--- config.mk ---
export PLATFORM = sky130hd
export DESIGN_NAME = fetch_ctrl
export DESIGN_NICKNAME = d
export VERILOG_FILES = /design/src/rtl/fetch_ctrl.sv
export SDC_FILE = /design/constraint.sdc
export NUM_CORES = 1
export LEC_CHECK = 0
export ABC_AREA = 1
export CAP_MARGIN = 5
export CORE_MARGIN = 2
export CORE_UTILIZATION = 56
export CTS_CLUSTER_SIZE = 24
export DETAILED_ROUTE_END_ITERATION = 7
export DONT_BUFFER_PORTS = 1
export GPL_TIMING_DRIVEN = 0
export PLACE_DENSITY_LB_ADDON = 0.05
export SYNTH_ARGS = -nofsm -noshare
export SYNTH_HDL_FRONTEND = slang
export SYNTH_SLANG_ARGS = --single-unit
export TNS_END_PERCENT = 50
--- constraint.sdc ---
create_clock -name i_clk -period 1.54 [get_ports i_clk]
set_clock_uncertainty 0.2 [all_clocks]
set_input_delay 0.231 -clock i_clk [delete_from_list [all_inputs] [get_ports i_clk]]
set_output_delay 0.231 -clock i_clk [all_outputs]
set_load 0.02 [all_outputs]
--- src/rtl/fetch_ctrl.sv ---
// Fetch-stage PC control: selects the next-PC source, tracks exception-handler mode,
// saves EPC/cause, squashes wrong-path fetches after redirects and runs a stall watchdog.
module fetch_ctrl #(
    parameter int FLUSH_CYCLES = 2,
    parameter int STALL_LIMIT  = 16
) (
    input  logic        i_clk,
    input  logic        i_rst,
    input  logic        i_branch_taken,
    input  logic        i_eret,
    input  logic        i_exc_req,
    input  logic [4:0]  i_exc_cause,
    input  logic [31:0] i_exc_pc,
    input  logic        i_stall,
    input  logic [31:0] i_fetch_pc,
    output logic [1:0]  o_pcsrc,
    output logic        o_pcWrite,
    output logic [31:0] o_epc,
    output logic [4:0]  o_cause,
    output logic        o_flush,
    output logic        o_exl,
    output logic        o_dbl_fault
);

    localparam logic [0:0] RUN     = 1'b0;
    localparam logic [0:0] HANDLER = 1'b1;

    localparam logic [1:0] PC_SEQ  = 2'b00;
    localparam logic [1:0] PC_BR   = 2'b01;
    localparam logic [1:0] PC_ERET = 2'b10;
    localparam logic [1:0] PC_EXC  = 2'b11;

    localparam logic [2:0] FLUSH_LOAD    = 3'(FLUSH_CYCLES);
    localparam logic [7:0] STALL_MAX     = 8'(STALL_LIMIT - 1);
    localparam logic [4:0] WATCHDOG_CODE = 5'h1F;

    logic [0:0]  r_state;
    logic [31:0] r_epc;
    logic [4:0]  r_cause;
    logic        r_dblFault;
    logic [2:0]  r_flushCnt;
    logic [7:0]  r_stallCnt;

    logic        w_watchdog;
    logic        w_exc;
    logic        w_redirect;
    logic [1:0]  w_pcsrc;
    logic        w_pcWrite;

    // Priority chain; an exception while already in HANDLER falls through to lower events.
    always_comb begin
        w_watchdog = i_stall && (r_stallCnt == STALL_MAX);
        w_exc      = i_exc_req || w_watchdog;
        w_pcsrc    = PC_SEQ;
        w_pcWrite  = 1'b1;
        if (i_rst) begin
            w_pcWrite = 1'b0;
        end else if (w_exc && (r_state == RUN)) begin
            w_pcsrc = PC_EXC;
        end else if (i_eret && (r_state == HANDLER)) begin
            w_pcsrc = PC_ERET;
        end else if (i_branch_taken) begin
            w_pcsrc = PC_BR;
        end else if (i_stall) begin
            w_pcWrite = 1'b0;
        end
        w_redirect = (w_pcsrc != PC_SEQ);
    end

    always_ff @(posedge i_clk) begin
        if (i_rst) begin
            r_state    <= RUN;
            r_epc      <= '0;
            r_cause    <= '0;
            r_dblFault <= 1'b0;
            r_flushCnt <= '0;
            r_stallCnt <= '0;
        end else begin
            if (w_pcsrc == PC_EXC) begin
                r_state <= HANDLER;
                // External request wins over a coincident watchdog trip.
                r_epc   <= i_exc_req ? i_exc_pc    : i_fetch_pc;
                r_cause <= i_exc_req ? i_exc_cause : WATCHDOG_CODE;
            end else if (w_pcsrc == PC_ERET) begin
                r_state <= RUN;
            end

            if (w_exc && (r_state == HANDLER)) begin
                r_dblFault <= 1'b1;
            end

            if (w_redirect) begin
                r_flushCnt <= FLUSH_LOAD;
            end else if (r_flushCnt != 3'd0) begin
                r_flushCnt <= r_flushCnt - 3'd1;
            end

            if (w_redirect || !i_stall || w_watchdog) begin
                r_stallCnt <= '0;
            end else begin
                r_stallCnt <= r_stallCnt + 8'd1;
            end
        end
    end

    assign o_pcsrc     = w_pcsrc;
    assign o_pcWrite   = w_pcWrite;
    assign o_epc       = r_epc;
    assign o_cause     = r_cause;
    assign o_flush     = (r_flushCnt != 3'd0);
    assign o_exl       = (r_state == HANDLER);
    assign o_dbl_fault = r_dblFault;

endmodule

=== Word level (Yosys, flattened, before mapping) ===
Cells that the tools add are included.

* Bits in registers: 50
* Bits of input ports: 75
* Output and inout port bits: 43
* Logic and storage cells: 42

* $add $sub $neg: 2
* Equality and inequality tests: 3
* Mux-type cells: 15
* Bitwise operators: 1
* Reduce and logical (&&, ||, !) cells: 14

{| class="wikitable"
|+ Operator list
! operator !! number
|-
| 32-bit 2-to-1 mux || 1
|-
| 2-bit 2-to-1 mux || 5
|-
| 8-bit by 1-bit adder with 8-bit output, second input constant || 1
|-
| 8-bit by 4-bit equality test with 1-bit output, second input constant || 1
|-
| 1-bit 2-to-1 mux || 8
|-
| 2-bit nonzero test || 3
|-
| 5-bit 2-to-1 mux || 1
|-
| 2-bit equality test, second input constant || 2
|-
| 1-bit logical AND || 4
|-
| 2-bit OR reduction || 2
|-
| 1-bit logical OR || 3
|-
| 3-bit nonzero test || 1
|-
| 3-bit by 1-bit subtractor with 3-bit output, second input constant || 1
|-
| 1-bit zero test || 1
|-
| 1-bit NOT || 1
|}

=== Longest topological paths before layout ===
Gate-level depths: netlist of the first run.

* Depth after elaboration: 10
* Gate-level depth with buffers: 10
* Depth with buffers taken out: 8

=== Worst setup path before layout of the first run ===
Ideal clock, no wire load.

* Kind: register to output
* From: register r_stallCnt[0]
* To: output o_pcWrite
* Arrival: 1566 ps
* Data required time: 1109 ps
* Slack: -457 ps
* Stages on the path, launching flop included: 10
* Path buffers: 2
* Cells stage by stage: dfxtp_1 > ha_1 > nand3_2 > nor2_1 > nand2_1 > nand2_2 > nand2_2 > buf_6 > buf_6 > a41oi_1

* Cells in the longest elaborated chain, start to end: 6

{| class="wikitable"
|+ RTL lines
! element !! line !! RTL
|-
| from (decl) || 42 || <nowiki>logic [7:0] r_stallCnt;</nowiki>
|-
| from (signal assigned) || 101 || <nowiki>r_stallCnt <= r_stallCnt + 8'd1;</nowiki>
|-
| 8-bit by 4-bit equality test with 1-bit output || 52 || <nowiki>w_watchdog = i_stall && (r_stallCnt == STALL_MAX);</nowiki>
|-
| 1-bit logical AND || 52 ||
|-
| 1-bit logical OR || 53 || <nowiki>w_exc = i_exc_req || w_watchdog;</nowiki>
|-
| 1-bit logical AND || 58 || <nowiki>end else if (w_exc && (r_state == RUN)) begin</nowiki>
|-
| 1-bit 2-to-1 mux || 58 ||
|-
| 1-bit 2-to-1 mux || 56 || <nowiki>if (i_rst) begin</nowiki>
|-
| to (decl) || 17 || <nowiki>output logic o_pcWrite,</nowiki>
|}

No other way between the ends.

=== Worst setup path after layout of the first run ===
* From: register r_stallCnt[0]
* To: output o_pcsrc[0]

* Cells in the longest elaborated chain, start to end: 6

{| class="wikitable"
|+ RTL lines
! element !! line !! RTL
|-
| 8-bit by 4-bit equality test with 1-bit output || 52 ||
|-
| 1-bit logical AND || 52 ||
|-
| 1-bit logical OR || 53 ||
|-
| 1-bit logical AND || 58 ||
|-
| 2-bit 2-to-1 mux || 58 ||
|-
| 2-bit 2-to-1 mux || 56 ||
|-
| to (decl) || 16 || <nowiki>output logic [1:0] o_pcsrc,</nowiki>
|}

No other way between the ends.

==> impl_summary.txt, run 1 <==
----------------------------------------------------
[Run status]
  Outcome ... complete, but fails checks
  Violated checks ... hold timing, setup timing

[Hold path]
  Min-delay worst type ... in -> reg

[Flow run]
  Max Cap Violations ... 0

[Yosys]
  Synth Warn # ... 0
  Average instance area after synthesis ... 6.73 µm²
  Synthesized-area fraction occupied by ao, oa, aoi and oai cells ... 0.165
  Dominant combinational cell family by area after synthesis ... simple AND/OR/NAND/NOR gates
  Cell variety after synth ... 22
  XOR/XNOR share of the synthesized area ... 0.0221
  Post-synthesis share of cell area spent on and, or, nand and nor gates ... 0.294
  Mux contribution to synthesized area ... 0
  Yosys top cell area share ... 0.421
  Cell types occupying the most area after synthesis ... sky130_fd_sc_hd__dfxtp_1 42%, sky130_fd_sc_hd__nand2_1 17%, sky130_fd_sc_hd__a21oi_1 8.8%
  Post-Synthesis Cells ... 353
  Post-synthesis sequential area ratio ... 0.421
  Flops & latches, synth ... 50
  Adder and majority gate portion of the synthesized area ... 0.0105
  Synthesized cell area ... 0.00238 mm²
  Largest area contributor in the synthesized netlist ... sky130_fd_sc_hd__dfxtp_1
  Net count of the mapped netlist ... 430

[STA]
  Worst rel slew slack ... 0.525
  Final worst path period need ... 2.11 ns
  Unrepaired setup endpoints after global routing ... true
  Final hold slack ... -0.0199 ns
  Period utilization ... 1.37
  Final Hold Violating Endpoints ... 3
  Worst Max-Slew Pin Slew ... 0.712 ns
  Slew Limit Fails ... 0
  Total negative setup slack ... -14.51 ns
  Worst setup margin ... -0.568 ns
  Highest achievable clock rate ... 474 MHz
  Setup violation total in the final timing report ... 53

[Worst setup path]
  Cells traversed along the worst timing path ... ha_4 > nand3_4 > nor2_4 > nand2_2 > nand2_2 > nand2_2 > buf_6 > buf_12 > a21oi_4
  Critical path class ... reg -> out
  Arr. time, crit path ... 1.68 ns
  Buffers and inverters on the worst path ... 2
  Category of cells accounting for the largest share of critical-path delay ... simple AND/OR/NAND/NOR gates
  Crit. End Element ... output pin
  Kind of start point of the critical path ... register
  Largest stage delay on the critical path ... 0.37 ns
  Master of the slowest instance on the critical path ... sky130_fd_sc_hd__dfxtp_2
  Maximum net fanout on the critical path ... 5
  Most frequent CP cell ... sky130_fd_sc_hd__nand2_2
  Data required time of the worst path ... 1.11 ns

[Routing]
  Number of remaining DRC errors ... 0
  DRT iter0 DRCs ... 225
  Number of detailed-routing iterations run before antenna repair ... 4
  Routed len/inst ... 16.8 µm
  Total length of routed wires ... 8050 µm
  Vias/cell ... 5.70
  Antenna viol nets, final ... 0
  Via count ... 2737

[Die]
  Initial core utilization ... 0.590
  Total die area ... 0.00478 mm²
  Area inside the core boundary ... 0.00403 mm²
  Chip height ... 69.2 µm
  Row Count ... 23
  Width of the die ... 69.2 µm
  IO Count ... 118

[Final layout]
  Final standard cell count with taps included and fillers excluded ... 480
  Fraction of layout cells with a size suffix above 1 ... 0.231
  Leading cell type in the layout, fill and taps excluded ... sky130_fd_sc_hd__nand2_1
  Commonest non-fill, non-tap cells in the layout ... 105 x sky130_fd_sc_hd__nand2_1, 50 x sky130_fd_sc_hd__dlygate4sd3_1, 47 x sky130_fd_sc_hd__dfxtp_1
  Synthesis-to-layout area growth ... 49.4%
  Total Nets Final ... 505

[Global route]
  Largest net degree at the start of global routing ... 15
  Global-route wire length before repair ... 11600 µm
  Number of global-route vias before repair ... 2392
  Residual overflow from global routing ... 0
  Antenna violations before repair ... 1
  Total global-route track usage ... 0.298

[Clock network]
  Number of clock sinks seen by CTS ... 50
  Clock Pin Slew Worst Setup and Hold Paths ... 0.09 ns
  Clock network latency to the later pin of the worst-skew pair ... 0.30 ns
  H-tree levels ... 2
  Clock tree root driver cell ... sky130_fd_sc_hd__clkbuf_8
  Clock tree from TritonCTS ... yes
  Inserted Clock Buffers ... 5
  Max clock buf depth ... 2

[Pwr]
  Worst ir drop on vdd ... 0.000613 V
  Internal Dissipation ... 2.17 mW
  Power share of the clock group ... 0.278
  Sequential power share ... 0.495
  Leakage power total ... 1.54 nW
  Total net switching power ... 979 µW
  Portion of total power attributed to combinational logic ... 0.226
  Pwr dens ... 888 mW/mm²
  Proportion of total power due to net switching ... 0.310

[Place]
  Placed cell count ... 403
  Post-detail-place hpwl ... 4110 µm
  Total of buffers placed on input and output ports ... 0
  RD Place Congestion ... 0.817

----------------------------------------------------
worst register-to-register path: stages (launching register included):
cell and delay (ns):
sky130_fd_sc_hd__dfxtp_2 0.37, sky130_fd_sc_hd__ha_4 0.15, sky130_fd_sc_hd__nand3_4 0.09, sky130_fd_sc_hd__nor2_4 0.10, sky130_fd_sc_hd__nand2_2 0.07, sky130_fd_sc_hd__nand2_2 0.08
sky130_fd_sc_hd__nand2_2 0.06, sky130_fd_sc_hd__buf_6 0.12, sky130_fd_sc_hd__buf_4 0.14, sky130_fd_sc_hd__buf_12 0.13, sky130_fd_sc_hd__clkbuf_16 0.15, sky130_fd_sc_hd__o21ai_2 0.11
sky130_fd_sc_hd__nor2_1 0.06
sequential cells by signal, indices dropped and copies added, names as in the netlist:
register and count:
o_epc 32, r_stallCnt 8, o_cause 5, r_flushCnt 3, o_dbl_fault 1, o_exl 1
power by group through the flow:
stage | sequential (mW) | clock (mW) | combinational (mW)
after floorplan | 1.56 | 0 | 0.351
after global placement | 1.58 | 0 | 0.415
after detailed placement | 1.58 | 0 | 0.423
after CTS | 1.55 | 0.869 | 0.583
after global routing | 1.57 | 0.938 | 0.775
final | 1.56 | 0.878 | 0.714
cells in the mapped netlist:
master	count
sky130_fd_sc_hd__nor3_1	10
sky130_fd_sc_hd__inv_2	1
sky130_fd_sc_hd__o21ai_1	14
sky130_fd_sc_hd__nand3_2	1
sky130_fd_sc_hd__nor2_1	51
sky130_fd_sc_hd__a41oi_1	2
sky130_fd_sc_hd__buf_2	12
sky130_fd_sc_hd__dfxtp_1	50
sky130_fd_sc_hd__nand2_1	107
sky130_fd_sc_hd__a21oi_1	42
sky130_fd_sc_hd__buf_6	4
sky130_fd_sc_hd__xnor2_1	1
sky130_fd_sc_hd__clkbuf_1	8
sky130_fd_sc_hd__nand4_2	1
sky130_fd_sc_hd__nand4_1	1
sky130_fd_sc_hd__nand2_2	2
sky130_fd_sc_hd__xor2_1	5
sky130_fd_sc_hd__nand3_1	3
sky130_fd_sc_hd__ha_1	2
sky130_fd_sc_hd__o21ai_0	19
sky130_fd_sc_hd__buf_4	1
sky130_fd_sc_hd__inv_1	16
final cells by class:
| cell class | count | area (µm²) |
|---|---|---|
| antenna | 1 | 2.50 |
| buffer | 25 | 179 |
| clock buffer | 8 | 110 |
| fill | 198 | 477 |
| inverter | 17 | 63.8 |
| multi-input combinational | 261 | 1410 |
| sequential | 50 | 1000 |
| tap | 50 | 62.6 |
| timing repair buffer | 68 | 722 |
per-stage QoR:
| step | power [mW] | util | instance area (µm²) | hold WS, ns | worst slack, ns |
|---|---|---|---|---|---|
| floorplan | 1.91 | - | 2440 | 0.110 | -0.266 |
| global placement | 2.00 | 0.620 | 2500 | 0.111 | -0.390 |
| detailed placement | 2.00 | 0.620 | 2500 | 0.114 | -0.417 |
| CTS | 3.01 | 0.824 | 3320 | 0.000580 | -0.522 |
| global route | 3.28 | 0.882 | 3550 | 0.0134 | -0.628 |
| finish | 3.15 | 0.882 | 3550 | -0.0199 | -0.568 |
path summary, 6_finish.rpt:
| path | slack [ns] | end | cells past startpoint | from |
|---|---|---|---|---|
| max | -0.57 | o_pcsrc[0] | 9 | r_stallCnt[0] |
| min reg2reg | 0.28 | r_flushCnt[0] | 2 | r_flushCnt[0] |
| max reg2reg | -0.38 | o_epc[25] | 12 | r_stallCnt[0] |
| min | -0.02 | o_epc[8] | 4 | i_fetch_pc[8] |
kinds of logic (layout without fill, tap and decap cells):
kind of cell,after synthesis,in the layout
AND/OR/NAND/NOR,176,176
AO/OA/AOI/OAI,77,77
flip-flops,50,50
buffers and inverters,42,118
XOR/XNOR,6,6
adder cells (fa/ha/maj),2,2
other,0,1
layer usage:
layer / wire [µm] / vias up / global-route usage
met5: 0 / - / 0
met4: 234 / 0 / 0.0828
met3: 653 / 24 / 0.0658
met2: 4120 / 160 / 0.538
met1: 3050 / 1271 / 0.352
li1: - / 1282 / -
timing repair:
item                                    in CTS  in global routing
cloned                                       1                  2
pin swaps                                   10                  7
endpoints found under the setup margin      53                 54
setup buffers                               11                  5
hold endpoints to repair                    34                  0
gates resized for setup                     30                 47
hold buffers                                50                  0
Note: power is estimated with default switching activity, not from simulation.
==> run 2: changes to the inputs <==
--- a/config.mk
+++ b/config.mk
@@ -7,13 +7,14 @@
 export LEC_CHECK = 0
 export ABC_AREA = 1
 export CAP_MARGIN = 5
-export CORE_MARGIN = 2
+export CORE_MARGIN = 4
 export CORE_UTILIZATION = 56
 export CTS_CLUSTER_SIZE = 24
 export DETAILED_ROUTE_END_ITERATION = 7
 export DONT_BUFFER_PORTS = 1
 export GPL_TIMING_DRIVEN = 0
 export PLACE_DENSITY_LB_ADDON = 0.05
+export REMOVE_ABC_BUFFERS = 1
 export SYNTH_ARGS = -nofsm -noshare
 export SYNTH_HDL_FRONTEND = slang
 export SYNTH_SLANG_ARGS = --single-unit
==> run 2 against run 1 <==
  * The run still ends with hold timing, setup timing left
  * Cell area fell by 2.3%
  * Largest power group unchanged
  * Global-route usage down 1.2 points
  * Setup slack improved by 0.16 ns
  * Wire length rose by 2.5%
  * Non-clock buffer count fell by 16
  * Critical endpoint is now o_pcWrite
  * Fmax is 8.3% higher
  * Hold slack better by 0.014 ns
==> impl_summary.txt, run 2 (synthesis results as in run 1) <==
----------------------------------------------------
[Place]
  Area after DPL ... 0.00230 mm²
  Placed cell count ... 378
  Total of buffers placed on input and output ports ... 0
  RD Place Congestion ... 0.781
  Post-detail-place hpwl ... 3630 µm

[STA]
  Final Hold Violating Endpoints ... 3
  Final worst path period need ... 1.95 ns
  Worst rel slew slack ... 0.208
  Slew Limit Fails ... 0
  Period utilization ... 1.26
  Total negative setup slack ... -14.64 ns
  Highest achievable clock rate ... 514 MHz
  Final hold slack ... -0.00631 ns
  Worst setup margin ... -0.406 ns
  Worst Max-Slew Pin Slew ... 1.19 ns
  Setup violation total in the final timing report ... 53
  Unrepaired setup endpoints after global routing ... true

[Hold path]
  Worst Hold Launch ... i_fetch_pc[15]
  Min-delay worst type ... in -> reg
  Worst min-delay path endpoint ... o_epc[15]
  Cell depth of the worst min-delay path ... 4

[Clock network]
  Clock network latency to the later pin of the worst-skew pair ... 0.30 ns
  Clock tree root driver cell ... sky130_fd_sc_hd__clkbuf_8
  Inserted Clock Buffers ... 5
  Clock Pin Slew Worst Setup and Hold Paths ... 0.09 ns
  Number of clock sinks seen by CTS ... 50
  Max clock buf depth ... 2
  H-tree levels ... 2
  Clock tree from TritonCTS ... yes

[Global route]
  Largest net degree at the start of global routing ... 41
  Antenna violations before repair ... 0
  Number of global-route vias before repair ... 2416
  Total global-route track usage ... 0.286
  Global-route wire length before repair ... 11700 µm
  Residual overflow from global routing ... 0

[Worst setup path]
  Data required time of the worst path ... 1.11 ns
  Largest stage delay on the critical path ... 0.37 ns
  Maximum net fanout on the critical path ... 4
  Buffers and inverters on the worst path ... 0
  Crit. End Element ... output pin
  Cells traversed along the worst timing path ... ha_4 > nand3_4 > nor2_4 > nand2_4 > nand2_8 > nand2_8 > a41oi_4
  Kind of start point of the critical path ... register
  Most frequent CP cell ... sky130_fd_sc_hd__nand2_8
  Category of cells accounting for the largest share of critical-path delay ... simple AND/OR/NAND/NOR gates
  Critical path class ... reg -> out
  Reg-to-reg startpoint ... r_stallCnt[1]
  Master of the slowest instance on the critical path ... sky130_fd_sc_hd__dfxtp_2
  Reg-to-Reg End ... o_epc[7]
  Path depth of the worst reg2reg path ... 11
  Flop2flop setup slack ... -0.36 ns
  Arr. time, crit path ... 1.52 ns

[Die]
  Initial core utilization ... 0.586
  Total die area ... 0.00535 mm²
  Row Count ... 23
  Width of the die ... 73.2 µm
  Area inside the core boundary ... 0.00406 mm²
  Chip height ... 73.2 µm
  IO Count ... 118

[Final layout]
  Leading cell type in the layout, fill and taps excluded ... sky130_fd_sc_hd__nand2_1
  Final cell area excluding filler cells ... 0.00347 mm²
  Total Nets Final ... 495
  Number of filler cells placed in the layout ... 226
  Fraction of layout cells with a size suffix above 1 ... 0.165
  Area of combinational cells with multiple inputs ... 0.00143 mm²
  Number of inserted diodes ... 0
  Commonest non-fill, non-tap cells in the layout ... 106 x sky130_fd_sc_hd__nand2_1, 60 x sky130_fd_sc_hd__dlygate4sd3_1, 49 x sky130_fd_sc_hd__nor2_1
  Final standard cell count with taps included and fillers excluded ... 469
  Synthesis-to-layout area growth ... 45.9%
  Flip-flop count of the largest register, all copies and words added ... 32
  Area taken by flip-flops and latches ... 0.00101 mm²

[Routing]
  Total length of routed wires ... 8250 µm
  Antenna viol nets, final ... 0
  Number of detailed-routing iterations run before antenna repair ... 5
  Number of remaining DRC errors ... 0
  Via count ... 2639
  Vias/cell ... 5.63
  DRT iter0 DRCs ... 188
  Routed len/inst ... 17.6 µm

[Pwr]
  Pwr dens ... 862 mW/mm²
  Worst ir drop on vdd ... 0.000554 V
  Total Power ... 2.99 mW
  Leakage power total ... 1.45 nW

[Run status]
  Violated checks ... hold timing, setup timing
  Outcome ... complete, but fails checks

[Flow run]
  Max Cap Violations ... 0

----------------------------------------------------
-- run 2: per-layer routing --
metal	share of wire	track usage
met1	0.38	0.340
met2	0.52	0.483
met3	0.081	0.0826
met4	0.022	0.109
met5	0	0
-- run 2: how the worst max path moves through the flow --
stage	from	endpoint	slack [ns]	cells past startpoint
floorplan	i_exc_req	o_pcWrite	-1.02	4
global route	r_stallCnt[1]	o_pcWrite	-0.47	7
detailed placement	i_exc_req	o_pcWrite	-1.89	4
global placement	i_exc_req	o_pcWrite	-1.88	4
finish	r_stallCnt[1]	o_pcWrite	-0.41	7
CTS	r_stallCnt[1]	o_pcWrite	-0.44	7
-- run 2: final cells by class --
type                    instances  area share
flip-flops and latches         50       0.291
clock inverters                 1     0.00144
inverters                      17      0.0206
repair buffers                 77       0.229
multi-input cells             265       0.412
repair inverters                2     0.00361
well taps                      50      0.0180
clock buffers                   7      0.0249
-- run 2: where the power goes --
| group | internal [mW] | total, mW | switching [mW] |
|---|---|---|---|
| clock | 0.363 | 0.780 | 0.416 |
| combinational | 0.299 | 0.645 | 0.346 |
| sequential | 1.39 | 1.57 | 0.180 |
| total | 2.05 | 2.99 | 0.943 |
-- run 2: per-stage QoR --
step / util / setup WS (ns)
finish: 0.855 / -0.406
global route: 0.855 / -0.472
CTS: 0.803 / -0.445
detailed placement: 0.566 / -1.89
global placement: 0.566 / -1.88
floorplan: - / -1.02
-- run 2: repair_timing --
action,CTS,global route
pin swaps,6,9
cloned,5,2
resized for setup,45,31
hold buffers,59,1
hold endpoints to repair,37,1
buffers inserted,9,7
setup endpoints to repair,54,54
-- run 2: worst reg2reg max path: stages, from the launching register on --
cell and delay [ns]:
sky130_fd_sc_hd__dfxtp_2 0.37, sky130_fd_sc_hd__ha_4 0.16, sky130_fd_sc_hd__nand3_4 0.09, sky130_fd_sc_hd__nor2_4 0.11
sky130_fd_sc_hd__nand2_4 0.08, sky130_fd_sc_hd__nand2_8 0.10, sky130_fd_sc_hd__nand2_8 0.09, sky130_fd_sc_hd__buf_4 0.14
sky130_fd_sc_hd__buf_6 0.12, sky130_fd_sc_hd__buf_16 0.14, sky130_fd_sc_hd__o21ai_2 0.14, sky130_fd_sc_hd__nor2_1 0.06
==> run 3: changes to the inputs <==
--- a/config.mk
+++ b/config.mk
@@ -15,6 +15,7 @@
 export GPL_TIMING_DRIVEN = 0
 export PLACE_DENSITY_LB_ADDON = 0.05
 export REMOVE_ABC_BUFFERS = 1
+export SKIP_LAST_GASP = 1
 export SYNTH_ARGS = -nofsm -noshare
 export SYNTH_HDL_FRONTEND = slang
 export SYNTH_SLANG_ARGS = --single-unit
==> run 3 against run 2 <==
  * The flow still finishes with violations (hold timing, setup timing)
  * Cell count down 0.21%
  * Global-route usage down 0.20 points
  * First-iteration DRC count down 13%
  * Power down 0.55%
  * Wire length down 0.57%
  * Via count down 0.30%
  * Combinational power down 1%
  * Non-clock buffer count down 1
==> impl_summary.txt, run 3 (synthesis results as in run 1) <==
----------------------------------------------------
[Worst setup path]
  Reg-to-reg startpoint ... r_stallCnt[1]
  Critical path class ... reg -> out
  Crit. End Element ... output pin
  Flop2flop setup slack ... -0.36 ns
  Critical path destination ... o_pcWrite
  Path depth of the worst reg2reg path ... 11
  Maximum net fanout on the critical path ... 4
  Beginning of the critical path ... r_stallCnt[1]
  Kind of start point of the critical path ... register
  Reg-to-Reg End ... o_epc[11]
  Data required time of the worst path ... 1.11 ns
  Arr. time, crit path ... 1.52 ns

[Pwr]
  Total net switching power ... 932 µW
  Leakage power total ... 1.44 nW
  Worst ir drop on vdd ... 0.000637 V
  Portion of total power attributed to combinational logic ... 0.214
  Sequential power share ... 0.526
  Pwr dens ... 865 mW/mm²
  Internal Dissipation ... 2.04 mW
  Proportion of total power due to net switching ... 0.313
  Power share of the clock group ... 0.260

[STA]
  Setup violation total in the final timing report ... 54
  Final hold slack ... -0.00332 ns
  Final worst path period need ... 1.96 ns
  Period utilization ... 1.27
  Unrepaired setup endpoints after global routing ... true
  Worst Max-Slew Pin Slew ... 1.10 ns
  Highest achievable clock rate ... 511 MHz
  Worst setup margin ... -0.415 ns
  Final Hold Violating Endpoints ... 3
  Worst rel slew slack ... 0.263
  Slew Limit Fails ... 0

[Global route]
  Global-route wire length before repair ... 11700 µm
  Largest net degree at the start of global routing ... 41
  Residual overflow from global routing ... 0
  Number of global-route vias before repair ... 2458
  Antenna violations before repair ... 0
  Total global-route track usage ... 0.284

[Place]
  Area after DPL ... 0.00230 mm²
  Worst slack, placed ... -1.89 ns
  RD Place Congestion ... 0.781
  Post-detail-place hpwl ... 3630 µm
  Placed cell count ... 378
  Total of buffers placed on input and output ports ... 0

[Routing]
  Number of remaining DRC errors ... 0
  Routed len/inst ... 17.5 µm
  Antenna viol nets, final ... 0
  Vias/cell ... 5.62
  Via count ... 2631
  Total length of routed wires ... 8210 µm
  DRT iter0 DRCs ... 164
  Number of detailed-routing iterations run before antenna repair ... 5

[Die]
  Width of the die ... 73.2 µm
  Row Count ... 23
  Area inside the core boundary ... 0.00406 mm²
  Chip height ... 73.2 µm
  Initial core utilization ... 0.586
  Total die area ... 0.00535 mm²
  IO Count ... 118

[Clock network]
  Clock Pin Slew Worst Setup and Hold Paths ... 0.09 ns
  Inserted Clock Buffers ... 5
  Clock network latency to the later pin of the worst-skew pair ... 0.30 ns
  Clock tree root driver cell ... sky130_fd_sc_hd__clkbuf_8
  Number of clock sinks seen by CTS ... 50
  H-tree levels ... 2
  Clock tree from TritonCTS ... yes
  Max clock buf depth ... 2

[Run status]
  Violated checks ... hold timing, setup timing
  Outcome ... complete, but fails checks

[Final layout]
  Number of inserted diodes ... 0
  Final cell area excluding filler cells ... 0.00344 mm²
  Flip-flop count of the largest register, all copies and words added ... 32
  Total Nets Final ... 494
  Final standard cell count with taps included and fillers excluded ... 468
  Fraction of layout cells with a size suffix above 1 ... 0.146
  Leading cell type in the layout, fill and taps excluded ... sky130_fd_sc_hd__nand2_1
  Synthesis-to-layout area growth ... 44.6%
  Commonest non-fill, non-tap cells in the layout ... 106 x sky130_fd_sc_hd__nand2_1, 59 x sky130_fd_sc_hd__dlygate4sd3_1, 49 x sky130_fd_sc_hd__nor2_1

[Flow run]
  Max Cap Violations ... 0

[Hold path]
  Min-delay worst type ... in -> reg

----------------------------------------------------
[run 3: changes by cell type in the layout (fill, tap and decap cells not counted)]
cell                            change
sky130_fd_sc_hd__dfxtp_1            +2
sky130_fd_sc_hd__o21ai_2            -4
sky130_fd_sc_hd__nand3_1            +1
sky130_fd_sc_hd__dfxtp_2            -2
sky130_fd_sc_hd__dlygate4sd3_1      -1
sky130_fd_sc_hd__o21ai_1            +4
sky130_fd_sc_hd__inv_2              -1
sky130_fd_sc_hd__inv_1              +1
sky130_fd_sc_hd__nand3_2            -1
[run 3: worst min-delay path by stage]
stage / start / end / slack (ns) / cells after the start
2_1_floorplan: i_rst / o_epc[30] / 0.10 / 1
3_3_place_gp: i_rst / o_epc[30] / 0.10 / 1
3_5_place_dp: i_rst / o_epc[30] / 0.10 / 1
4_1_cts: i_exc_req / o_epc[17] / -0.02 / 4
5_1_grt: i_exc_req / o_epc[12] / 0.005 / 4
6_report: i_fetch_pc[15] / o_epc[15] / -0.003 / 4
[run 3: layer usage]
| metal | GRT usage | vias up | wire length, µm |
|---|---|---|---|
| met4 | 0.113 | 0 | 196 |
| met3 | 0.0799 | 20 | 651 |
| li1 | - | 1258 | - |
| met5 | 0 | - | 0 |
| met2 | 0.477 | 151 | 4160 |
| met1 | 0.339 | 1202 | 3200 |
[run 3: critical path: stages (launching register included)]
cell	delay, ns
sky130_fd_sc_hd__dfxtp_2	0.38
sky130_fd_sc_hd__ha_4	0.16
sky130_fd_sc_hd__nand3_4	0.09
sky130_fd_sc_hd__nor2_4	0.11
sky130_fd_sc_hd__nand2_4	0.08
sky130_fd_sc_hd__nand2_8	0.10
sky130_fd_sc_hd__nand2_8	0.09
sky130_fd_sc_hd__a41oi_4	0.23
[run 3: power by group through the flow]
stage          logic (mW)  clock network [mW]  registers, mW
3_5_place_dp        0.345                   0           1.59
6_report            0.636               0.773           1.56
5_1_grt             0.695               0.830           1.57
2_1_floorplan       0.282                   0           1.57
3_3_place_gp        0.338                   0           1.59
4_1_cts             0.548               0.779           1.56
[run 3: what timing repair did]
| action | in CTS | in global routing |
|---|---|---|
| hold buffers | 58 | 1 |
| gates cloned | 5 | 2 |
| pin swaps | 6 | 9 |
| hold endpoints to repair | 37 | 1 |
| setup buffers | 9 | 7 |
| endpoints found under the setup margin | 54 | 54 |
| resized for setup | 42 | 26 |
[run 3: layout make-up]
cell class,instances,area [µm²]
timing repair buffer,76,783
multi-input combinational,265,1410
sequential,50,1010
tap,50,62.6
timing repair inverter,2,12.5
fill,237,621
clock inverter,1,5.00
inverter,17,71.3
clock buffer,7,86.3
[run 3: stage by stage]
step	util	hold slack [ns]	TNS [ns]	total power [mW]
finish	0.847	-0.00332	-15.23	2.97
global route	0.847	0.00487	-18.84	3.10
CTS	0.801	-0.0197	-14.33	2.89
detailed placement	0.566	0.104	-81.19	1.94
global placement	0.566	0.104	-79.97	1.93
floorplan	-	0.100	-36.64	1.85
